`config.mk`:
```
export PLATFORM = sky130hd
export DESIGN_NAME = logo_cmd_sequencer_flat
export DESIGN_NICKNAME = d
export VERILOG_FILES = /design/src/rtl/logo_cmd_sequencer_if.sv /design/src/rtl/logo_cmd_sequencer.sv /design/src/flat_wrapper.sv
export SDC_FILE = /design/constraint.sdc
export NUM_CORES = 1
export LEC_CHECK = 0
export CAP_MARGIN = 20
export CORE_ASPECT_RATIO = 0.5
export CORE_MARGIN = 3
export CORE_UTILIZATION = 45
export DETAILED_ROUTE_END_ITERATION = 8
export PLACE_DENSITY = 0.7
export SYNTH_ARGS = -nofsm -noshare
export SYNTH_HDL_FRONTEND = slang
export SYNTH_SLANG_ARGS = --single-unit
```
`constraint.sdc`:
```
create_clock -name clock -period 4.45 [get_ports clock]
set_clock_uncertainty 0.2 [all_clocks]
set_input_delay 0.6675 -clock clock [delete_from_list [all_inputs] [get_ports clock]]
set_output_delay 0.6675 -clock clock [all_outputs]
set_load 0.1 [all_outputs]
```
`src/rtl/logo_cmd_sequencer_if.sv`:
```
// Bundle between the PS2 front end, the command sequencer and the processor.
//   key_valid/key_code     : raw scancode strobe from the PS2 interface
//   cmd_valid/cmd_ready    : command hand-over handshake, cmd_word packed ASCII
//   char_count             : characters currently buffered
//   echo_valid/ascii_echo  : one-cycle echo pulse for the LCD
//   overflow               : sticky "character dropped" flag
// The slave modport is the sequencer; the master modport is its environment.
interface logo_cmd_sequencer_if #(
    parameter int unsigned MAX_CHARS = 4
) ();
    localparam int unsigned CountW = $clog2(MAX_CHARS + 1);

    logic                   key_valid;
    logic [7:0]             key_code;
    logic                   cmd_ready;
    logic                   cmd_valid;
    logic [8*MAX_CHARS-1:0] cmd_word;
    logic [CountW-1:0]      char_count;
    logic                   echo_valid;
    logic [7:0]             ascii_echo;
    logic                   overflow;

    modport master (
        output key_valid, key_code, cmd_ready,
        input  cmd_valid, cmd_word, char_count, echo_valid, ascii_echo, overflow
    );

    modport slave (
        input  key_valid, key_code, cmd_ready,
        output cmd_valid, cmd_word, char_count, echo_valid, ascii_echo, overflow
    );
endinterface

```
`src/rtl/logo_cmd_sequencer.sv`:
```
// Turns raw PS2 scancode bytes into packed LOGO command words.
// Ports:
//   clock  : system clock, all state on posedge
//   reset  : synchronous, active-high
//   bus    : logo_cmd_sequencer_if.slave (key input, command handshake, echo, status)
// Break (F0) and extended (E0) prefixed bytes are discarded; make codes are mapped to
// ASCII, edit keys modify the buffer, and Enter hands the buffer over on valid/ready.
module logo_cmd_sequencer #(
    parameter int unsigned MAX_CHARS = 4,
    parameter logic [7:0]  KEY_ENTER = 8'h5A,
    parameter logic [7:0]  KEY_BKSP  = 8'h66,
    parameter logic [7:0]  KEY_ESC   = 8'h76,
    parameter logic [7:0]  KEY_SPACE = 8'h29
) (
    input logic                 clock,
    input logic                 reset,
    logo_cmd_sequencer_if.slave bus
);
    localparam int unsigned WordW  = 8 * MAX_CHARS;
    localparam int unsigned CountW = $clog2(MAX_CHARS + 1);
    localparam logic [CountW-1:0] MaxCount = CountW'(MAX_CHARS);
    localparam logic [7:0] CodeBreak = 8'hF0;
    localparam logic [7:0] CodeExt   = 8'hE0;

    typedef enum logic [1:0] {StNormal, StBreak, StExt, StExtBreak} prefix_e;
    typedef enum logic {StCollect, StSubmit} cmd_e;

    prefix_e           prefix_q;
    cmd_e              state_q;
    logic [WordW-1:0]  word_q;
    logic [CountW-1:0] count_q;
    logic              cmd_valid_q;
    logic              echo_valid_q;
    logic [7:0]        ascii_echo_q;
    logic              overflow_q;

    // Scancode set 2 to ASCII for letters and digits; 0 means unmapped.
    function automatic logic [7:0] map_ascii(input logic [7:0] code);
        case (code)
            8'h1C: return 8'h41;  8'h32: return 8'h42;  8'h21: return 8'h43;
            8'h23: return 8'h44;  8'h24: return 8'h45;  8'h2B: return 8'h46;
            8'h34: return 8'h47;  8'h33: return 8'h48;  8'h43: return 8'h49;
            8'h3B: return 8'h4A;  8'h42: return 8'h4B;  8'h4B: return 8'h4C;
            8'h3A: return 8'h4D;  8'h31: return 8'h4E;  8'h44: return 8'h4F;
            8'h4D: return 8'h50;  8'h15: return 8'h51;  8'h2D: return 8'h52;
            8'h1B: return 8'h53;  8'h2C: return 8'h54;  8'h3C: return 8'h55;
            8'h2A: return 8'h56;  8'h1D: return 8'h57;  8'h22: return 8'h58;
            8'h35: return 8'h59;  8'h1A: return 8'h5A;
            8'h45: return 8'h30;  8'h16: return 8'h31;  8'h1E: return 8'h32;
            8'h26: return 8'h33;  8'h25: return 8'h34;  8'h2E: return 8'h35;
            8'h36: return 8'h36;  8'h3D: return 8'h37;  8'h3E: return 8'h38;
            8'h46: return 8'h39;
            default: return 8'h00;
        endcase
    endfunction

    logic [7:0] mapped;
    logic [7:0] print_char;
    logic       is_print;
    logic       is_make;

    always_comb begin
        mapped     = map_ascii(bus.key_code);
        is_print   = (mapped != 8'h00) || (bus.key_code == KEY_SPACE);
        print_char = (bus.key_code == KEY_SPACE) ? 8'h20 : mapped;
        // Only a byte seen with no pending prefix is a make code.
        is_make    = bus.key_valid && (prefix_q == StNormal) &&
                     (bus.key_code != CodeBreak) && (bus.key_code != CodeExt);
    end

    always_ff @(posedge clock) begin
        if (reset) begin
            prefix_q     <= StNormal;
            state_q      <= StCollect;
            word_q       <= '0;
            count_q      <= '0;
            cmd_valid_q  <= 1'b0;
            echo_valid_q <= 1'b0;
            ascii_echo_q <= 8'h00;
            overflow_q   <= 1'b0;
        end else begin
            echo_valid_q <= 1'b0;

            // Prefix tracking runs in both command states so key releases stay in sync.
            if (bus.key_valid) begin
                case (prefix_q)
                    StNormal: begin
                        if (bus.key_code == CodeBreak) prefix_q <= StBreak;
                        else if (bus.key_code == CodeExt) prefix_q <= StExt;
                    end
                    StBreak:    prefix_q <= StNormal;
                    StExt:      prefix_q <= (bus.key_code == CodeBreak) ? StExtBreak : StNormal;
                    StExtBreak: prefix_q <= StNormal;
                endcase
            end

            if (state_q == StSubmit) begin
                // Make codes are dropped here, including one in the handshake cycle.
                if (bus.cmd_ready) begin
                    state_q     <= StCollect;
                    cmd_valid_q <= 1'b0;
                    word_q      <= '0;
                    count_q     <= '0;
                    overflow_q  <= 1'b0;
                end
            end else if (is_make) begin
                if (bus.key_code == KEY_ENTER) begin
                    if (count_q != '0) begin
                        state_q      <= StSubmit;
                        cmd_valid_q  <= 1'b1;
                        echo_valid_q <= 1'b1;
                        ascii_echo_q <= 8'h0D;
                    end
                end else if (bus.key_code == KEY_BKSP) begin
                    if (count_q != '0) begin
                        word_q       <= {8'h00, word_q[WordW-1:8]};
                        count_q      <= count_q - 1'b1;
                        echo_valid_q <= 1'b1;
                        ascii_echo_q <= 8'h08;
                    end
                end else if (bus.key_code == KEY_ESC) begin
                    word_q     <= '0;
                    count_q    <= '0;
                    overflow_q <= 1'b0;
                end else if (is_print) begin
                    if (count_q < MaxCount) begin
                        word_q       <= {word_q[WordW-9:0], print_char};
                        count_q      <= count_q + 1'b1;
                        echo_valid_q <= 1'b1;
                        ascii_echo_q <= print_char;
                    end else begin
                        overflow_q <= 1'b1;
                    end
                end
            end
        end
    end

    assign bus.cmd_valid  = cmd_valid_q;
    assign bus.cmd_word   = word_q;
    assign bus.char_count = count_q;
    assign bus.echo_valid = echo_valid_q;
    assign bus.ascii_echo = ascii_echo_q;
    assign bus.overflow   = overflow_q;
endmodule

```
`src/flat_wrapper.sv`:
```
// flat-port wrapper written by rule: the top's interface ports become plain ports
module logo_cmd_sequencer_flat 
#(
    parameter int unsigned MAX_CHARS = 4,
    parameter logic [7:0]  KEY_ENTER = 8'h5A,
    parameter logic [7:0]  KEY_BKSP  = 8'h66,
    parameter logic [7:0]  KEY_ESC   = 8'h76,
    parameter logic [7:0]  KEY_SPACE = 8'h29
)
  (clock, reset, bus_key_valid, bus_key_code, bus_cmd_ready, bus_cmd_valid, bus_cmd_word, bus_char_count, bus_echo_valid, bus_ascii_echo, bus_overflow);
  logo_cmd_sequencer_if #(.MAX_CHARS(MAX_CHARS)) bus_i ();
  input logic clock;
  input logic reset;
  input wire logic [$bits(bus_i.key_valid)-1:0] bus_key_valid;
  input wire logic [$bits(bus_i.key_code)-1:0] bus_key_code;
  input wire logic [$bits(bus_i.cmd_ready)-1:0] bus_cmd_ready;
  output wire logic [$bits(bus_i.cmd_valid)-1:0] bus_cmd_valid;
  output wire logic [$bits(bus_i.cmd_word)-1:0] bus_cmd_word;
  output wire logic [$bits(bus_i.char_count)-1:0] bus_char_count;
  output wire logic [$bits(bus_i.echo_valid)-1:0] bus_echo_valid;
  output wire logic [$bits(bus_i.ascii_echo)-1:0] bus_ascii_echo;
  output wire logic [$bits(bus_i.overflow)-1:0] bus_overflow;
  assign bus_i.key_valid = bus_key_valid;
  assign bus_i.key_code = bus_key_code;
  assign bus_i.cmd_ready = bus_cmd_ready;
  assign bus_cmd_valid = bus_i.cmd_valid;
  assign bus_cmd_word = bus_i.cmd_word;
  assign bus_char_count = bus_i.char_count;
  assign bus_echo_valid = bus_i.echo_valid;
  assign bus_ascii_echo = bus_i.ascii_echo;
  assign bus_overflow = bus_i.overflow;
  logo_cmd_sequencer #(.MAX_CHARS(MAX_CHARS), .KEY_ENTER(KEY_ENTER), .KEY_BKSP(KEY_BKSP), .KEY_ESC(KEY_ESC), .KEY_SPACE(KEY_SPACE)) u_core (.clock(clock), .reset(reset), .bus(bus_i));
endmodule
```
==> key figures, run 1 <==
Run status
  – Status: finished, final reports clean

Placed design
  – Hpwl dp: around 6400 µm
  – Placed Area: ~4200 µm²
  – Global placement routability congestion: just under 1
  – PortBufs: 56

Routing
  – Routed Antenna Nets: 0
  – DR vias: roughly 3200
  – Routed WL: a little under 9000 µm
  – Initial DRC count: approximately 310
  – Drt wl/cell: between 15 and 20 µm
  – 1st-pass router iterations: 7
  – Via/cell ratio: 5.50
  – DRC viols: 0

Critical path
  – CP max stage cell: clkdlybuf4s50_1
  – CP max FO: 24
  – Crit path max-delay family: compound AO/OA/AOI/OAI gates
  – Most used cell, CP: a311oi_1
  – Reg2Reg Setup Slack: between 1.5 and 2 ns
  – Worst EP required: 4.42 ns
  – CP peak stage delay: roughly 0.5 ns
  – Critical path launch point type: primary input
  – Kind of critical path: in2reg
  – Worst setup EP type: register
  – Critical Path AT: between 3 and 4 ns
  – CP Buf/Inv Count: 3
  – Worst path cell trace: clkdlybuf4s50_1 -> inv_1 -> ha_1 -> nand2b_1 -> a311oi_1 -> a311oi_1 -> a311oi_1 -> and2_1 -> a31o_2 -> buf_12 -> mux2_4

Clocking
  – H-tree Lvls: 2
  – CTS tree: yes
  – Max Root-Sink Buffers: 2
  – Inserted Clock Buffers: 5
  – Clk Latency, worst-skew pair: 0.28 ns
  – Clock Pin Slew Worst Setup and Hold Paths: about 0.060 ns
  – Clk sinks: 48
  – Number of buffers added for setup after CTS: 0
  – Root Driver: clkbuf_16
  – CTS resizes: 0
  – Hold Buf Count CTS: 0

GRT
  – Largest net degree at the start of global routing: 47
  – Tot GR Track Use: 19.3%
  – Vias in the first global route: between 2000 and 3000
  – Global route overflow: 0
  – Initial antenna violation count: 0
  – Global-route wire length before repair: around 15000 µm

Timing
  – WHS: 0.271 ns
  – Setup total negative slack: 0 ns
  – Slew Limit Fails: 0
  – Final period util: approximately 85%
  – Max_slew headroom: 34.5%
  – # setup viols final: 0
  – Crit path time final: roughly 3.8 ns
  – Final Hold Fails: 0
  – RSZ-0062 raised after global routing: false
  – Fmax: between 0.2 and 0.3 GHz
  – Worst-margin pin slew: between 0.9 and 1 ns

Yosys
  – Register bit total from synthesis: 48
  – Post-Synthesis Cell Area: ~3500 µm²
  – Seq/Total Area, Yosys: 27.1%
  – Most used flip-flop cell after synthesis: dfxtp_1
  – Ys async rst share: 0%
  – Post-Syn Area per Cell: around 8.4 µm²
  – Syn nets: around 440
  – Synth Instances: 420
  – Number of synthesized flops with an enable pin: 0
  – Synth cell types: 61
  – Syn. warnings: 0

Die
  – Die width: 131 µm
  – Ports: slightly below 60
  – Die height: slightly below 70 µm
  – Die area: between 9000 and 10000 µm²
  – Core area: 7490 µm²
  – Starting Density: a little under half
  – # rows: 22

Flow run
  – Max-Cap Viols: 0

Layout
  – Layout area overhead: 23.1%
  – Most frequent cells in the layout: 55 x clkdlybuf4s50_1, 48 x dfxtp_1, 40 x nor2_1, 36 x nand2b_1, 32 x nand2_1
  – Filler cells: 690
  – Commonest non-fill, non-tap cell in the layout: clkdlybuf4s50_1
  – Final instance area: between 4000 and 5000 µm²
  – ANT cells: 0
  – Layout cell share with drive strength beyond 1: roughly 13%
  – Post-layout nets: 490

Power
  – Power per standard cell area: 271 nW/µm²
  – VDD IR max: approximately 0.00016 V
  – Leak pwr: 1.76 nW

Worst hold path
  – Hold/Removal Path Class: reg2reg
## cells in the mapped netlist, drive strengths merged (3+ instances only)
cell    count  area (µm²)
dfxtp      48         961
nor2       40         150
nand2b     36         225
nand2      32         120
mux2       27         372
nor2b      26         163
mux2i      25         250
a21oi      19        95.1
buf        18         153
a22oi      17         128
clkbuf     15        56.3
inv        11        41.3
o21ai      11        55.1
ha         10         125
and2        9        56.3
nand3       8        40.0
a21o        7        52.6
a211oi      6        45.0
a31oi       5        37.5
nor3        4        20.0
o22ai       4        25.0
a311oi      3        26.3
nor4b       3        47.5
o21a        3        22.5
## sequential cells by signal, indices dropped and copies added (netlist names)
name / flops
u_core.bus.cmd_word: 32
u_core.bus.ascii_echo: 7
u_core.bus.char_count: 3
u_core.prefix_q: 2
u_core.bus.cmd_valid: 1
u_core.bus.echo_valid: 1
u_core.bus.overflow: 1
u_core.state_q: 1
## worst paths after layout
check,start,to,cells past startpoint
max,bus_key_code[1],u_core.bus.cmd_word[23]$_SDFFE_PP0P_,11
min,u_core.bus.ascii_echo[4]$_SDFFE_PP0P_,u_core.bus.ascii_echo[4]$_SDFFE_PP0P_,2
max reg2reg,u_core.state_q$_SDFF_PP0_,u_core.bus.cmd_word[23]$_SDFFE_PP0P_,7
min reg2reg,u_core.bus.ascii_echo[4]$_SDFFE_PP0P_,u_core.bus.ascii_echo[4]$_SDFFE_PP0P_,2
## routing by layer
metal / wire length, µm / vias to the layer above / global-route usage, %
met2: 3850 / 94 / 30.7
met3: 448 / 8 / 3.99
met4: 71 / 0 / 3.93
li1: - / 1576 / -
met5: 0 / - / 0
met1: 4470 / 1490 / 27.4
## area by class of cell
class                      count  area [µm²]  area share (%)
tap                          108         135            3.10
multi-input combinational    328        2340            53.6
clock buffer                   5         125            2.87
clock inverter                 2        60.1            1.38
sequential                    48         961            22.0
timing repair buffer          74         703            16.1
inverter                      11        41.3           0.947
## worst reg2reg max path: stages, from the launching register on
cell	delay, ns
dfxtp_1	0.39
or4_1	0.49
a21o_1	0.22
o31a_1	0.33
a21o_1	0.16
a31o_2	0.29
buf_12	0.20
mux2_4	0.32
## stage by stage
| stage | power, W | instances | worst slack (ns) | utilization (%) |
|---|---|---|---|---|
| final | 0.00118 | 576 | 0.665 | 58.3 |
| after global routing | 0.00123 | 576 | 0.509 | 58.3 |
| after CTS | 0.00119 | 576 | 0.722 | 58.3 |
| after detailed placement | 0.000720 | 569 | 0.429 | 55.8 |
| after global placement | 0.000720 | 569 | 0.458 | 55.8 |
| after floorplan | 0.000664 | 420 | 0.968 | - |
## logic make-up (layout without fill, tap and decap cells)
| kind of cell | count (synthesis) | after routing | share of synthesized area (%) |
|---|---|---|---|
| AOI/OAI and AO/OA | 94 | 94 | 18.6 |
| adders and majority gates | 10 | 10 | 3.53 |
| buffers and inverters | 44 | 92 | 7.06 |
| DFF | 48 | 48 | 27.1 |
| muxes | 52 | 52 | 17.5 |
| other | 1 | 1 | 0.106 |
| and+or+nand+nor | 171 | 171 | 26.1 |
## where the power goes
part	switching [W]	internal, W	leakage (nW)
clock	0.000151	0.000319	0.0899
sequential	0.00000512	0.000436	0.387
combinational	0.000170	0.000103	1.29
total	0.000326	0.000857	1.76
Note: power is estimated with default switching activity, not from simulation.
==> run 2, diff against run 1 <==
- SLEW_MARGIN: not set -> 40
==> key figures, run 2 (synthesis results as in run 1) <==
Run status
  – Status: finished, final reports clean (unchanged)

Clocking
  – CTS resizes: 0 (unchanged)
  – CTS tree: yes (unchanged)
  – Clock Pin Slew Worst Setup and Hold Paths: 0.06 ns (about the same)
  – Max Root-Sink Buffers: 2 (unchanged)
  – Number of buffers added for setup after CTS: 0 (unchanged)
  – Clk sinks: 48 (unchanged)
  – Root Driver: clkbuf_16 (unchanged)
  – H-tree Lvls: 2 (unchanged)
  – Hold Buf Count CTS: 0 (unchanged)
  – Clk Latency, worst-skew pair: 0.28 ns (about the same)
  – Inserted Clock Buffers: 5 (unchanged)

Routing
  – 1st-pass router iterations: 5 (was 7)
  – DR vias: 3112 (was 3168)
  – Routed WL: 8890 µm (was 8840 µm)
  – Initial DRC count: 253 (was 312)
  – Via/cell ratio: 5.40 (was 5.50)
  – DRC viols: 0 (unchanged)
  – Routed Antenna Nets: 0 (unchanged)
  – Drt wl/cell: 15.4 µm (about the same)

Die
  – Die width: 131 µm (unchanged)
  – Die area: 9040 µm² (unchanged)
  – Ports: 58 (unchanged)
  – Core area: 7490 µm² (unchanged)
  – # rows: 22 (unchanged)
  – Starting Density: 47.3% (unchanged)
  – Die height: 68.7 µm (unchanged)

Critical path
  – CP max FO: 24 (unchanged)
  – Critical Path AT: 3.71 ns (was 3.76 ns)
  – Worst EP required: 4.42 ns (about the same)
  – Worst setup EP type: register (unchanged)
  – Kind of critical path: in2reg (unchanged)
  – Critical path launch point type: primary input (unchanged)

GRT
  – Global-route wire length before repair: 14600 µm (was 14500 µm)
  – Met2 Usage GRT: 29.7% (was 30.7%)
  – Initial antenna violation count: 0 (unchanged)
  – Met1 Use GR: 29.1% (was 27.4%)
  – Global route overflow: 0 (unchanged)
  – GRT met3 Usage: 4.20% (was 3.99%)
  – Vias in the first global route: 2802 (was 2899)
  – Largest net degree at the start of global routing: 47 (unchanged)
  – Busiest grt layer: met2 (unchanged)
  – Tot GR Track Use: 19.5% (was 19.3%)

Layout
  – Fin cells: 576 (unchanged)
  – Commonest non-fill, non-tap cell in the layout: dfxtp_1 (was clkdlybuf4s50_1)
  – Filler cells: 747 (was 690)
  – Layout area overhead: 15.4% (was 23.1%)
  – ANT cells: 0 (unchanged)
  – Max reg flops: 32 (unchanged)
  – Most frequent cells in the layout: 48 x dfxtp_1, 46 x buf_2, 40 x nor2_1, 36 x nand2b_1, 32 x nand2_1 (was 55 x clkdlybuf4s50_1, 48 x dfxtp_1, 40 x nor2_1, 36 x nand2b_1, 32 x nand2_1)
  – Layout cell share with drive strength beyond 1: 23.1% (was 13.5%)
  – Post-layout nets: 490 (unchanged)

Timing
  – Fmax: 0.267 GHz (was 0.264 GHz)
  – Slew Limit Fails: 0 (unchanged)
  – Max_slew headroom: 50.5% (was 34.5%)
  – Setup total negative slack: 0 ns (unchanged)
  – Final Hold Fails: 0 (unchanged)
  – # setup viols final: 0 (unchanged)
  – Worst-margin pin slew: 0.742 ns (was 0.980 ns)
  – Final period util: 84.0% (was 85.1%)
  – Crit path time final: 3.74 ns (was 3.78 ns)
  – WHS: 0.272 ns (was 0.271 ns)
  – RSZ-0062 raised after global routing: false (unchanged)

Placed design
  – Number of instances in the placed design: 569 (unchanged)
  – Hpwl dp: 6450 µm (was 6360 µm)
  – PortBufs: 56 (unchanged)
  – Global placement routability congestion: 0.985 (unchanged)

Flow run
  – Max-Cap Viols: 0 (unchanged)

Power
  – Net Sw Power: 0.000333 W (was 0.000326 W)
  – Leak pwr: 1.84 nW (was 1.76 nW)
  – Clock power frac: 33.9% (was 39.7%)
  – VDD IR max: 0.000163 V (was 0.000155 V)
  – Sw Share: 31.1% (was 27.6%)
  – Int Pwr: 0.000737 W (was 0.000857 W)
  – Flop pwr share: 41.2% (was 37.3%)
  – Power per standard cell area: 262 nW/µm² (was 271 nW/µm²)
  – Part of the power in combinational logic: 24.9% (was 23.0%)
  – Tot Pwr: 0.00107 W (was 0.00118 W)

Worst hold path
  – Hold/Removal Path Class: reg2reg (unchanged)
## run 2: cell types whose count changed in the layout (fill, tap and decap cells not counted), sizes merged
cell,change
bufinv,-2
clkdlybuf4s50,-45
clkinv,+1
buf,+45
clkinvlp,+1
## run 2: final cells by class
class | count | area [µm²] | area share (%)
Clock buffer | 5 | 125 | 3.06
Clock inverter | 2 | 12.5 | 0.306
Inverter | 11 | 41.3 | 1.01
Multi-Input combinational cell | 328 | 2340 | 57.1
Sequential cell | 48 | 961 | 23.5
Tap cell | 108 | 135 | 3.30
Timing Repair Buffer | 74 | 478 | 11.7
## run 2: power by group through the flow
stage,logic [W],registers (W),clock network (W)
floorplan,0.000167,0.000497,0
global placement,0.000270,0.000451,0
detailed placement,0.000264,0.000451,0
CTS,0.000265,0.000441,0.000372
global route,0.000286,0.000441,0.000387
finish,0.000267,0.000441,0.000363
## run 2: worst paths after layout
path	start	to	slack, ns	cells after the start
worst max-delay path	bus_key_code[2]	u_core.bus.cmd_word[3]$_SDFFE_PP0P_	0.71	10
worst max register to register	u_core.state_q$_SDFF_PP0_	u_core.bus.cmd_word[3]$_SDFFE_PP0P_	1.73	7
worst min-delay path	u_core.bus.ascii_echo[4]$_SDFFE_PP0P_	u_core.bus.ascii_echo[4]$_SDFFE_PP0P_	0.27	2
worst min register to register	u_core.bus.ascii_echo[4]$_SDFFE_PP0P_	u_core.bus.ascii_echo[4]$_SDFFE_PP0P_	0.27	2
## run 2: metal layers
metal	routed length [µm]	vias up
li1	-	1582
met1	4680	1460
met2	3760	66
met3	420	4
met4	38	0
met5	0	-
## run 2: metrics by stage
| stage | cell area (µm²) | utilization, % | worst slack (ns) |
|---|---|---|---|
| after floorplan | 3540 | - | 0.968 |
| after global placement | 4180 | 55.8 | 0.458 |
| after global routing | 4090 | 54.6 | 0.548 |
| after CTS | 4090 | 54.6 | 0.729 |
| final | 4090 | 54.6 | 0.710 |
| after detailed placement | 3950 | 52.8 | 0.442 |
## run 2: worst max-delay path: stages
cell             delay, ns
clkdlybuf4s50_1       0.64
buf_4                 0.30
and3b_1               0.28
a211oi_1              0.08
a221oi_2              0.41
nand2b_1              0.16
nor4b_4               0.25
a31o_2                0.34
buf_12                0.24
mux2_4                0.32
==> run 3, diff against run 2 <==
- PLACE_DENSITY: 0.7 -> 0.73
- clock period: 4.45 -> 3.03 ns (I/O delays scaled with it)
==> key figures, run 3 (synthesis results as in run 1) <==
GRT
  – Tot GR Track Use: 21.7% (was 19.5%)
  – Vias in the first global route: 3231 (was 2802)
  – Global-route wire length before repair: 16000 µm (was 14600 µm)
  – Initial antenna violation count: 0 (unchanged)
  – Global route overflow: 0 (unchanged)
  – Largest net degree at the start of global routing: 34 (was 47)

Clocking
  – Clock Pin Slew Worst Setup and Hold Paths: 0.07 ns (was 0.06 ns)
  – Hold Buf Count CTS: 0 (unchanged)
  – Clk Latency, worst-skew pair: 0.29 ns (was 0.28 ns)
  – H-tree Lvls: 2 (unchanged)
  – CTS tree: yes (unchanged)
  – Clk sinks: 48 (unchanged)
  – Root Driver: clkbuf_16 (unchanged)
  – Inserted Clock Buffers: 5 (unchanged)
  – Max Root-Sink Buffers: 2 (unchanged)

Die
  – Ports: 58 (unchanged)
  – Starting Density: 47.3% (unchanged)
  – Core area: 7490 µm² (unchanged)
  – Die width: 131 µm (unchanged)
  – # rows: 22 (unchanged)
  – Die height: 68.7 µm (unchanged)
  – Die area: 9040 µm² (unchanged)

Layout
  – Layout area overhead: 42.2% (was 15.4%)
  – Most frequent cells in the layout: 129 x buf_4, 48 x dfxtp_1, 39 x nor2_1, 36 x nand2b_1, 31 x nand2_1 (was 48 x dfxtp_1, 46 x buf_2, 40 x nor2_1, 36 x nand2b_1, 32 x nand2_1)
  – Post-layout nets: 570 (was 490)
  – Layout cell share with drive strength beyond 1: 38.1% (was 23.1%)
  – Max reg flops: 32 (unchanged)
  – ANT cells: 0 (unchanged)
  – Commonest non-fill, non-tap cell in the layout: buf_4 (was dfxtp_1)
  – Final core occ: 67.3% (was 54.6%)

Routing
  – Drt wl/cell: 15.3 µm (was 15.4 µm)
  – Routed Antenna Nets: 0 (unchanged)
  – Via/cell ratio: 5.25 (was 5.40)
  – DRC viols: 0 (unchanged)
  – Initial DRC count: 277 (was 253)
  – Routed WL: 10000 µm (was 8890 µm)
  – DR vias: 3450 (was 3112)
  – 1st-pass router iterations: 4 (was 5)

Timing
  – Crit path time final: just under 3 ns
  – Fmax: around 0.34 GHz
  – Final Hold Fails: 0 (unchanged)
  – Slew Limit Fails: 0 (unchanged)
  – Final period util: approximately 100%
  – Setup total negative slack: 0 ns (unchanged)
  – # setup viols final: 0 (unchanged)
  – WHS: 0.278 ns (was 0.272 ns)

Placed design
  – Global placement routability congestion: 0.965 (was 0.985)
  – PortBufs: 56 (unchanged)
  – Hpwl dp: 7230 µm (was 6450 µm)

Critical path
  – Worst R2R End: u_core.bus.cmd_word[23]$_SDFFE_PP0P_ (was u_core.bus.cmd_word[3]$_SDFFE_PP0P_)
  – Reg2Reg Setup Slack: 0.40 ns (was 1.73 ns)
  – Critical Path AT: 2.93 ns (was 3.71 ns)
  – Reg2Reg Depth: 8 (was 7)
  – Critical path launch point type: primary input (unchanged)
  – Worst setup EP type: register (unchanged)
  – Kind of critical path: in2reg (unchanged)
  – Worst EP required: 3.01 ns (was 4.42 ns)
  – Critical R2R Launch: u_core.prefix_q[0]$_SDFFE_PP0P_ (was u_core.state_q$_SDFF_PP0_)
  – CP max FO: 8 (was 24)

Flow run
  – Max-Cap Viols: 0 (unchanged)

Worst hold path
  – Hold/Removal Path Class: reg2reg (unchanged)
  – Hold Startpoint: u_core.bus.ascii_echo[0]$_SDFFE_PP0P_ (was u_core.bus.ascii_echo[4]$_SDFFE_PP0P_)
  – Hold Path Stages: 2 (unchanged)
  – Endpoint, Worst Hold: u_core.bus.ascii_echo[0]$_SDFFE_PP0P_ (was u_core.bus.ascii_echo[4]$_SDFFE_PP0P_)

Run status
  – Status: finished, final reports clean (unchanged)

Power
  – Leak pwr: 2.30 nW (was 1.84 nW)
  – Power per standard cell area: 364 nW/µm² (was 262 nW/µm²)
  – Tot Pwr: 0.00183 W (was 0.00107 W)
  – VDD IR max: 0.000225 V (was 0.000163 V)
## run 3: cell types whose count changed in the layout (fill, tap and decap cells not counted), sizes merged
| cell | delta |
|---|---|
| bufinv | +1 |
| clkdlybuf4s50 | -6 |
| dlygate4sd2 | +1 |
| clkbuf | +2 |
| inv | +1 |
| clkinv | -1 |
| clkdlybuf4s15 | +1 |
| dlymetal6s2s | +2 |
| buf | +80 |
## run 3: area by class of cell
cell class	instances	area [µm²]
flip-flops and latches	48	961
well taps	108	135
clock buffers	5	125
fillers	637	2450
repair buffers	154	1290
clock inverters	3	46.3
inverters	11	41.3
multi-input cells	328	2440
## run 3: repair_timing
action | CTS | global route
cloned | 2 | 2
setup buffers | 8 | 5
gates resized for setup | 16 | 23
setup endpoints to repair | 41 | 41
pin swaps | 4 | 5
## run 3: metrics by stage
step | std cells | instance area [µm²] | worst slack (ns)
after detailed placement | 632 | 4580 | -0.567
after floorplan | 420 | 3560 | 0.000588
after global routing | 657 | 5040 | -0.0259
final | 657 | 5040 | 0.0767
after global placement | 632 | 4580 | -0.495
after CTS | 650 | 4930 | 0.0125
## run 3: worst max-delay path by stage
stage                                from                               endpoint  slack, ns
after floorplan           bus_key_code[0]   u_core.bus.cmd_word[10]$_SDFFE_PP0P_     0.0006
after CTS                 bus_key_code[4]   u_core.bus.cmd_word[23]$_SDFFE_PP0P_       0.01
final                     bus_key_code[6]   u_core.bus.cmd_word[23]$_SDFFE_PP0P_       0.08
after global placement    bus_key_code[1]  u_core.bus.ascii_echo[5]$_SDFFE_PP0P_      -0.49
after detailed placement  bus_key_code[1]  u_core.bus.ascii_echo[2]$_SDFFE_PP0P_      -0.57
after global routing      bus_key_code[3]  u_core.bus.char_count[1]$_SDFFE_PP0P_      -0.03
## run 3: where the power goes
part / internal [W] / total, W / switching [W]
combinational: 0.000258 / 0.000545 / 0.000287
sequential: 0.000640 / 0.000648 / 0.00000804
clock: 0.000392 / 0.000641 / 0.000249
total: 0.00129 / 0.00183 / 0.000544
## run 3: layer usage
metal	vias to the layer above	global-route usage, %	routed length [µm]
met5	-	0	0
met4	0	4.71	69
met3	10	3.62	361
met2	79	36.5	4710
met1	1623	29.8	4900
li1	1738	-	-
## run 3: critical path: stages
cell and delay, ns:
clkdlybuf4s50_1 0.44, or2_2 0.36, a21o_1 0.18, a211oi_1 0.37
nand2b_1 0.21, nor4b_4 0.07, a31o_4 0.28, buf_6 0.13
buf_12 0.13, mux2_4 0.30
